[config.mk]
export PLATFORM = sky130hd
export DESIGN_NAME = acc_send
export DESIGN_NICKNAME = d
export VERILOG_FILES = /design/src/rtl/acc_send_pkg.sv /design/src/rtl/acc_send_pkt_build.sv /design/src/rtl/acc_send.sv
export SDC_FILE = /design/constraint.sdc
export NUM_CORES = 1
export LEC_CHECK = 0
export CORE_UTILIZATION = 54
export DETAILED_ROUTE_END_ITERATION = 8
export MAX_ROUTING_LAYER = met4
export PLACE_DENSITY = 0.87
export SYNTH_ARGS = -nofsm -noshare
export SYNTH_HDL_FRONTEND = slang
export SYNTH_SLANG_ARGS = --single-unit
[constraint.sdc]
create_clock -name nios_clk -period 7.3 [get_ports nios_clk]
set_input_delay 0.73 -clock nios_clk [delete_from_list [all_inputs] [get_ports nios_clk]]
set_output_delay 0.73 -clock nios_clk [all_outputs]
set_load 0.02 [all_outputs]
[src/rtl/acc_send_pkg.sv]
// Shared constants and types for the eager-message accelerators.
// Also used by acc_recv, so the packet layout is defined only here.
package acc_send_pkg;

    localparam int unsigned PKT_W  = 128;
    localparam int unsigned DATA_W = 32;
    localparam int unsigned IDX_W  = 11;

    localparam logic [2:0] OP_SETLEN = 3'b001;
    localparam logic [2:0] OP_SEND   = 3'b010;

    localparam logic [4:0] PKT_TYPE_EAGER = 5'b10000;

    // Eager packet field positions
    localparam int unsigned PKT_TYPE_HI  = 127;
    localparam int unsigned PKT_TYPE_LO  = 123;
    localparam int unsigned PKT_DEST_HI  = 119;
    localparam int unsigned PKT_DEST_LO  = 112;
    localparam int unsigned PKT_RANK_HI  = 111;
    localparam int unsigned PKT_RANK_LO  = 104;
    localparam int unsigned PKT_MATCH_HI = 103;
    localparam int unsigned PKT_MATCH_LO = 88;
    localparam int unsigned PKT_DATA_HI  = 87;
    localparam int unsigned PKT_DATA_LO  = 56;
    localparam int unsigned PKT_IDX_HI   = 10;
    localparam int unsigned PKT_IDX_LO   = 0;

    localparam logic [31:0] RES_TIMEOUT = 32'hdeaddead;
    localparam logic [31:0] RES_ILLEGAL = 32'hbadc0de0;

    typedef enum logic [2:0] {
        ST_IDLE,
        ST_RD_REQ,
        ST_RD_WAIT,
        ST_SEND,
        ST_FIN
    } send_state_e;

endpackage

[src/rtl/acc_send_pkt_build.sv]
// Combinational eager-packet assembler (dest, rank, match, data, idx -> 128 bits).
// Kept separate so an RNDV/CTS sender can reuse the same layout.
module acc_send_pkt_build
    import acc_send_pkg::*;
(
    input  logic [7:0]        i_dest,
    input  logic [7:0]        i_rank,
    input  logic [15:0]       i_match,
    input  logic [DATA_W-1:0] i_data,
    input  logic [IDX_W-1:0]  i_idx,
    output logic [PKT_W-1:0]  o_packet_c
);

    always_comb begin
        o_packet_c = '0;
        o_packet_c[PKT_TYPE_HI:PKT_TYPE_LO]   = PKT_TYPE_EAGER;
        o_packet_c[PKT_DEST_HI:PKT_DEST_LO]   = i_dest;
        o_packet_c[PKT_RANK_HI:PKT_RANK_LO]   = i_rank;
        o_packet_c[PKT_MATCH_HI:PKT_MATCH_LO] = i_match;
        o_packet_c[PKT_DATA_HI:PKT_DATA_LO]   = i_data;
        o_packet_c[PKT_IDX_HI:PKT_IDX_LO]     = i_idx;
    end

endmodule

[src/rtl/acc_send.sv]
// Eager-message transmit engine: reads a user buffer over Avalon-MM and emits
// one packet per word to the router, then reports a completion code to the CPU.
module acc_send
    import acc_send_pkg::*;
#(
    parameter int unsigned packetizer_width = 128,
    parameter int unsigned data_width       = 32,
    parameter logic [7:0]  MY_RANK          = 8'd0,
    parameter int unsigned TIMEOUT          = 100000000
) (
    input  logic                        nios_clk,
    input  logic                        reset,
    input  logic [31:0]                 data_in_a,
    input  logic [31:0]                 data_in_b,
    input  logic [2:0]                  in_opcode,
    input  logic                        start,
    output logic [31:0]                 result,
    output logic                        done,
    output logic                        read,
    output logic [31:0]                 read_addr,
    input  logic [data_width-1:0]       readdata,
    input  logic                        readdatavalid,
    input  logic                        waitrequest,
    output logic [packetizer_width-1:0] packet_out,
    output logic                        packet_out_valid,
    input  logic                        packet_out_ready
);

    send_state_e                 r_state;
    logic [IDX_W-1:0]            r_len;
    logic [IDX_W-1:0]            r_idx;
    logic [31:0]                 r_addr;
    logic [7:0]                  r_dest;
    logic [15:0]                 r_match;
    logic [31:0]                 r_timer;
    logic [31:0]                 r_result;
    logic                        r_done;
    logic                        r_read;
    logic [31:0]                 r_read_addr;
    logic [packetizer_width-1:0] r_packet;
    logic                        r_valid;

    logic [PKT_W-1:0]            w_packet;
    logic [IDX_W-1:0]            w_idx_next;
    logic                        w_timeout;
    logic                        w_last;
    logic                        w_unused;

    assign w_idx_next = r_idx + IDX_W'(1);
    assign w_timeout  = (r_timer >= TIMEOUT);
    assign w_last     = (r_idx == r_len - IDX_W'(1));
    assign w_unused   = ^data_in_a[31:24];

    acc_send_pkt_build u_pkt_build (
        .i_dest     (r_dest),
        .i_rank     (MY_RANK),
        .i_match    (r_match),
        .i_data     (DATA_W'(readdata)),
        .i_idx      (r_idx),
        .o_packet_c (w_packet)
    );

    // Timer counts cycles spent waiting in one state; any state advance clears it.
    always_ff @(posedge nios_clk) begin
        if (reset) begin
            r_state     <= ST_IDLE;
            r_len       <= '0;
            r_idx       <= '0;
            r_addr      <= '0;
            r_dest      <= '0;
            r_match     <= '0;
            r_timer     <= '0;
            r_result    <= '0;
            r_done      <= 1'b0;
            r_read      <= 1'b0;
            r_read_addr <= '0;
            r_packet    <= '0;
            r_valid     <= 1'b0;
        end else begin
            r_done <= 1'b0;
            case (r_state)
                ST_IDLE: begin
                    if (start) begin
                        case (in_opcode)
                            OP_SETLEN: begin
                                r_len    <= data_in_b[IDX_W-1:0];
                                r_result <= {21'b0, data_in_b[IDX_W-1:0]};
                                r_done   <= 1'b1;
                            end
                            OP_SEND: begin
                                r_addr  <= data_in_b;
                                r_dest  <= data_in_a[23:16];
                                r_match <= data_in_a[15:0];
                                r_idx   <= '0;
                                r_timer <= '0;
                                if (r_len == '0) begin
                                    r_result <= 32'h0;
                                    r_state  <= ST_FIN;
                                end else begin
                                    r_read      <= 1'b1;
                                    r_read_addr <= data_in_b;
                                    r_state     <= ST_RD_REQ;
                                end
                            end
                            default: begin
                                r_result <= RES_ILLEGAL;
                                r_done   <= 1'b1;
                            end
                        endcase
                    end
                end
                ST_RD_REQ: begin
                    if (!waitrequest) begin
                        r_read  <= 1'b0;
                        r_timer <= '0;
                        r_state <= ST_RD_WAIT;
                    end else if (w_timeout) begin
                        r_read   <= 1'b0;
                        r_result <= RES_TIMEOUT;
                        r_state  <= ST_FIN;
                    end else begin
                        r_timer <= r_timer + 32'd1;
                    end
                end
                ST_RD_WAIT: begin
                    if (readdatavalid) begin
                        r_packet <= packetizer_width'(w_packet);
                        r_valid  <= 1'b1;
                        r_timer  <= '0;
                        r_state  <= ST_SEND;
                    end else if (w_timeout) begin
                        r_result <= RES_TIMEOUT;
                        r_state  <= ST_FIN;
                    end else begin
                        r_timer <= r_timer + 32'd1;
                    end
                end
                ST_SEND: begin
                    if (packet_out_ready) begin
                        r_valid <= 1'b0;
                        r_idx   <= w_idx_next;
                        r_timer <= '0;
                        if (w_last) begin
                            r_result <= {21'b0, r_len};
                            r_state  <= ST_FIN;
                        end else begin
                            r_read      <= 1'b1;
                            r_read_addr <= r_addr + {19'b0, w_idx_next, 2'b00};
                            r_state     <= ST_RD_REQ;
                        end
                    end else if (w_timeout) begin
                        r_valid  <= 1'b0;
                        r_result <= RES_TIMEOUT;
                        r_state  <= ST_FIN;
                    end else begin
                        r_timer <= r_timer + 32'd1;
                    end
                end
                ST_FIN: begin
                    r_done  <= 1'b1;
                    r_state <= ST_IDLE;
                end
                default: r_state <= ST_IDLE;
            endcase
        end
    end

    assign result           = r_result;
    assign done             = r_done;
    assign read             = r_read;
    assign read_addr        = r_read_addr;
    assign packet_out       = r_packet;
    assign packet_out_valid = r_valid;

endmodule

# After elaboration in Yosys (flattened, before gate mapping)
# Index checks and enable logic that the tools add are counted.
# totals
ff_bits,248
out_inout_bits,195
word_cells,102
# op_classes
add_sub_neg,4
magnitude_cmp,1
eq_ne,19
mux,49
reduce_logical,16
# op_table
operator,count
32-bit two-way mux,18
32-bit case mux with 4 select lines,2
32-bit case mux with 2 select lines,2
11-bit two-way mux,3
32-bit by 1-bit adder with 32-bit output (second input constant),1
32-bit by 13-bit adder with 32-bit output,1
32-bit by 27-bit >= comparator with 1-bit output (second input constant),1
3-bit two-way mux,8
11-bit case mux with 2 select lines,1
2-bit != test (second input constant),7
3-bit != test (second input constant),4
3-bit case mux with 4 select lines,1
3-bit AND reduction,4
6-bit AND reduction,2
11-bit by 1-bit adder with 11-bit output (second input constant),1
11-bit equality test,1
11-bit logical NOT,1
1-bit two-way mux,11
11-bit by 1-bit subtractor with 11-bit output (second input constant),1
3-bit by 2-bit equality test with 1-bit output (second input constant),3
7-bit AND reduction,1
3-bit by 1-bit equality test with 1-bit output (second input constant),2
1-bit case mux with 2 select lines,2
2-bit AND reduction,2
other kinds (8),9

# Depth between registers and ports, before layout
# depth
depth_word,5
ltp_mapped,14
mapped_depth_nobuf,13

# By module
# Synthesis repeated with hierarchy kept, for this count alone.
# hier_totals
cells_unflattened,1857
hier_area_um2,14795.4
# modules_own_cells
mod,n_inst,cells_each,area_each_um2
acc_send,1,1727,13827.0
acc_send_pkt_build,1,130,968.4

# Least setup slack after synthesis
# Ideal clock, no wire load.
# synth_timing
kind,reg2reg
from,reg r_idx[0]
to,reg r_read_addr[17] (netlist: read_addr[17])
arrival_time_ns,3.342
required_ns,7.199
slack_ns,3.857
path_stages_with_launch,14
cell_sequence,dfxtp_1 ha_1 and3_1 and3_1 and3_1 xor2_1 ha_1 and2_1 a221o_1 nor3_1 a2111oi_0 xor2_1 nor2_1 o41ai_1
# synth_via
elab_chain_cells,5
# synth_lines
item,line,rtl
"start, declared",acc_send.sv:31,logic [IDX_W-1:0] r_idx;
"start signal, assigned",acc_send.sv:141,r_idx <= w_idx_next;
11-bit by 1-bit adder with 11-bit output,acc_send.sv:49,assign w_idx_next = r_idx + IDX_W'(1);
32-bit by 13-bit adder with 32-bit output,acc_send.sv:148,"r_read_addr <= r_addr + {19'b0, w_idx_next, 2'b00};"
32-bit two-way mux,acc_send.sv:143,if (w_last) begin
32-bit two-way mux,acc_send.sv:139,if (packet_out_ready) begin
32-bit case mux with 2 select lines,acc_send.sv:81,case (r_state)
"end signal, assigned",acc_send.sv:101,r_read_addr <= data_in_b;
"end signal, assigned",acc_send.sv:148,
"end, declared",acc_send.sv:39,logic [31:0] r_read_addr;
# Several ways; a longest one is shown, not always the timed one. The select of a mux whose other input is x is not followed.
# A chain may end at the register's enable or synchronous reset.

# Worst setup path after layout
# layout_timing
from,reg r_idx[0]
to,reg r_read_addr[23] (netlist: read_addr[23])
# The elaborated chain is that of the path after synthesis.

==> out/results.ini <==
[run_status]
status=finished clean

[synthesis]
ys_types=76
synth_common_cells=nand2_1, dfxtp_1, a21oi_1
async_flop_share_pct=0
ys_seq_area_share_pct=41.6
ys_warn_count=0
ys.flop_type=dfxtp_1
syn_area_per_cell_um2=7.83
syn_area_um2=11900
synth_top_area_share_pct=41.6
yosysTopAreaCell=dfxtp_1
synth_seq_cells=248
yosysMostFrequentCell=nand2_1
ys_top_cells_by_area=dfxtp_1, nand2_1, a21oi_1, buf_4, nor2_1
synth_edf_count=0
netlist_instances=1525

[die]
fp.dieH_um=151
rows=54
coreArea_um2=21800
die_w_um=151
die_area_um2=22700
start_util_pct=54.9
ios=300

[global_routing]
grt_pass1_vias=10600
grt_usage_pct=29.9
grt_pass1_wl_mm=53.1
antenna_found_initial=1
grt_max_degree=118
grt_overflow=0

[drt]
vias_per_cell=5.86
via_count=11700
ant_nets=0
drt-initial-drc-count=868
drcViolationCount=0
wl_mm=34.1
dr.pass1.iters=5
wire_per_inst_um=17.1

[worst_setup_path]
worstPathCellList=ha_1 > and3_1 > and3_1 > and3_1 > xor2_1 > ha_1 > and2_1 > a221o_1 > nor3_1 > a2111oi_0 > xor2_1 > nor2_1 > o41ai_1
r2r-end=read_addr[23]$_SDFFE_PP0P_
crit_required_ns=7.73
arrival_ns=4.60
crit_path_frequent_cell=and3_1
cp_max_fo=8
end_kind=flop
r2r-start=r_idx[0]$_SDFFE_PP0P_
startpoint_type=flop
r2r_setup_slack_ns=3.12
r2r_cells=13
cpPeakStageDelay_ns=0.59
path_class=reg -> reg
crit_slowest_cell=nor3_1

[layout]
final_nets=1813
num-fill-cells=1812
post-route-util_pct=68.8
finalNonFillerCells=1992
drive_above_1_share_pct=5.20
area_growth_pct=25.3

[place]
gp_congestion=0.942
dp_hpwl_mm=22.6
numPlacedInstances=1944
pre_cts_slack_ns=2.87
io_buffers=231

[timing]
fmax_mhz=239
max-slew-margin-rel_pct=36.3
final_hold_viol_count=0
period_share_pct=57.2
tightest_slew_ns=0.951
rsz0062_at_grt=false
setup_slack_ns=3.12
finalSetupTns_ns=0
slew_viol_final=0
fin_crit_ns=4.18
skew_ns=0.00857
setup_viol=0

[cts]
root_buffer=clkbuf_16
clock_path_buffers=3
clk_pin_slew_ns=0.06
post_cts_buffers=0
cts_tree=yes
cts_max_level=1
cts.sinks=248
cts-hold-fix-buffers=0
post_cts_resized=0
cts_buffers=26
insertion_delay_ns=0.53

[worst_hold_path]
min_to=result[24]$_SDFFE_PP0P_
min_from=result[24]$_SDFFE_PP0P_
whs_path_depth=2
hold_class=reg -> reg

[power_and_ir_drop]
finalPower_w=0.00299
power.density_nw_per_um2=200
peakVddDrop_v=0.000156
p_leak_nw=5.44

[flow_run]
drv_cap=0

-- metrics by stage --
step | instance area [µm²] | hold slack (ns)
6_report | 15000 | 0.443
5_1_grt | 15000 | 0.458
4_1_cts | 15000 | 0.450
3_5_place_dp | 14100 | 0.441
3_3_place_gp | 14100 | 0.416
2_1_floorplan | 12200 | 0.431
-- logic make-up after synthesis --
logic type | Yosys count | share of synthesized area [%]
AO/OA/AOI/OAI | 418 | 21.9
XOR/XNOR | 38 | 2.79
adder cells (fa/ha/maj) | 16 | 1.74
buffers and inverters | 199 | 8.32
flip-flops | 248 | 41.6
multiplexers | 14 | 1.18
other | 1 | 0.0314
AND/OR/NAND/NOR | 591 | 22.4
-- placed cells by master (no fill, tap or decap), types with 12 or more instances in the layout --
master,synthesis,routed
clkdlybuf4s50_1,0,230
nand4_1,16,16
nand2_1,331,331
a311oi_1,19,19
and3_1,24,23
clkbuf_16,0,27
o211ai_1,12,12
a211oi_1,15,15
inv_1,35,35
buf_4,60,12
ha_1,15,15
mux2i_1,13,13
conb_1,1,60
nor2_1,95,94
nand3_1,29,28
o21ai_0,64,64
a21oi_1,190,190
xnor2_1,17,17
and2_1,16,16
a31oi_1,17,17
dfxtp_1,248,248
xor2_1,21,21
-- registers in the layout, indices dropped and copies added (netlist names) --
| signal | count |
|---|---|
| r_idx | 11 |
| result | 32 |
| packet_out | 68 |
| r_state | 3 |
| r_addr | 32 |
| r_match | 16 |
| r_len | 11 |
| r_timer | 32 |
| done | 1 |
| read_addr | 32 |
| r_dest | 8 |
| read | 1 |
| packet_out_valid | 1 |
-- report_power, final --
group,internal [W],total (W),switching [W],leakage (nW)
clock network,0.000796,0.00135,0.000552,0.425
registers,0.00137,0.00139,0.0000168,2.00
logic,0.000104,0.000252,0.000148,3.01
total,0.00228,0.00299,0.000716,5.44
-- routing by layer --
layer  part of all wire, %  track usage, %
met5                     0               -
met4                   2.4            9.65
met3                   8.4            4.85
met2                    48            49.2
met1                    41            37.2
-- critical path: cells and delay by family (launching register included) --
kind | cells | cell delay (ns)
simple gates | 6 | 1.56
xor+xnor | 2 | 0.45
compound gates | 3 | 0.95
flops | 1 | 0.49
fa+ha+maj | 2 | 0.60
-- final cells by class --
class	instances	area [µm²]	area share (%)
repair buffers	243	2400	16.1
multi-input cells	1137	6220	41.6
inverters	36	135	0.903
clock buffers	35	756	5.05
well taps	280	350	2.34
diodes	1	2.50	0.0167
clock inverters	12	124	0.828
flip-flops and latches	248	4960	33.2
-- worst max-delay path by stage --
stage / startpoint / endpoint / slack, ns / depth (start not counted)
after floorplan: r_idx[0]$_SDFFE_PP0P_ / read_addr[17]$_SDFFE_PP0P_ / 3.86 / 13
after global placement: in_opcode[1] / read_addr[23]$_SDFFE_PP0P_ / 3.00 / 8
after detailed placement: in_opcode[1] / read_addr[27]$_SDFFE_PP0P_ / 2.87 / 8
after CTS: r_idx[0]$_SDFFE_PP0P_ / read_addr[23]$_SDFFE_PP0P_ / 3.21 / 13
after global routing: r_idx[0]$_SDFFE_PP0P_ / read_addr[23]$_SDFFE_PP0P_ / 2.72 / 13
final: r_idx[0]$_SDFFE_PP0P_ / read_addr[23]$_SDFFE_PP0P_ / 3.12 / 13
Power figures use the tool's default switching activity.
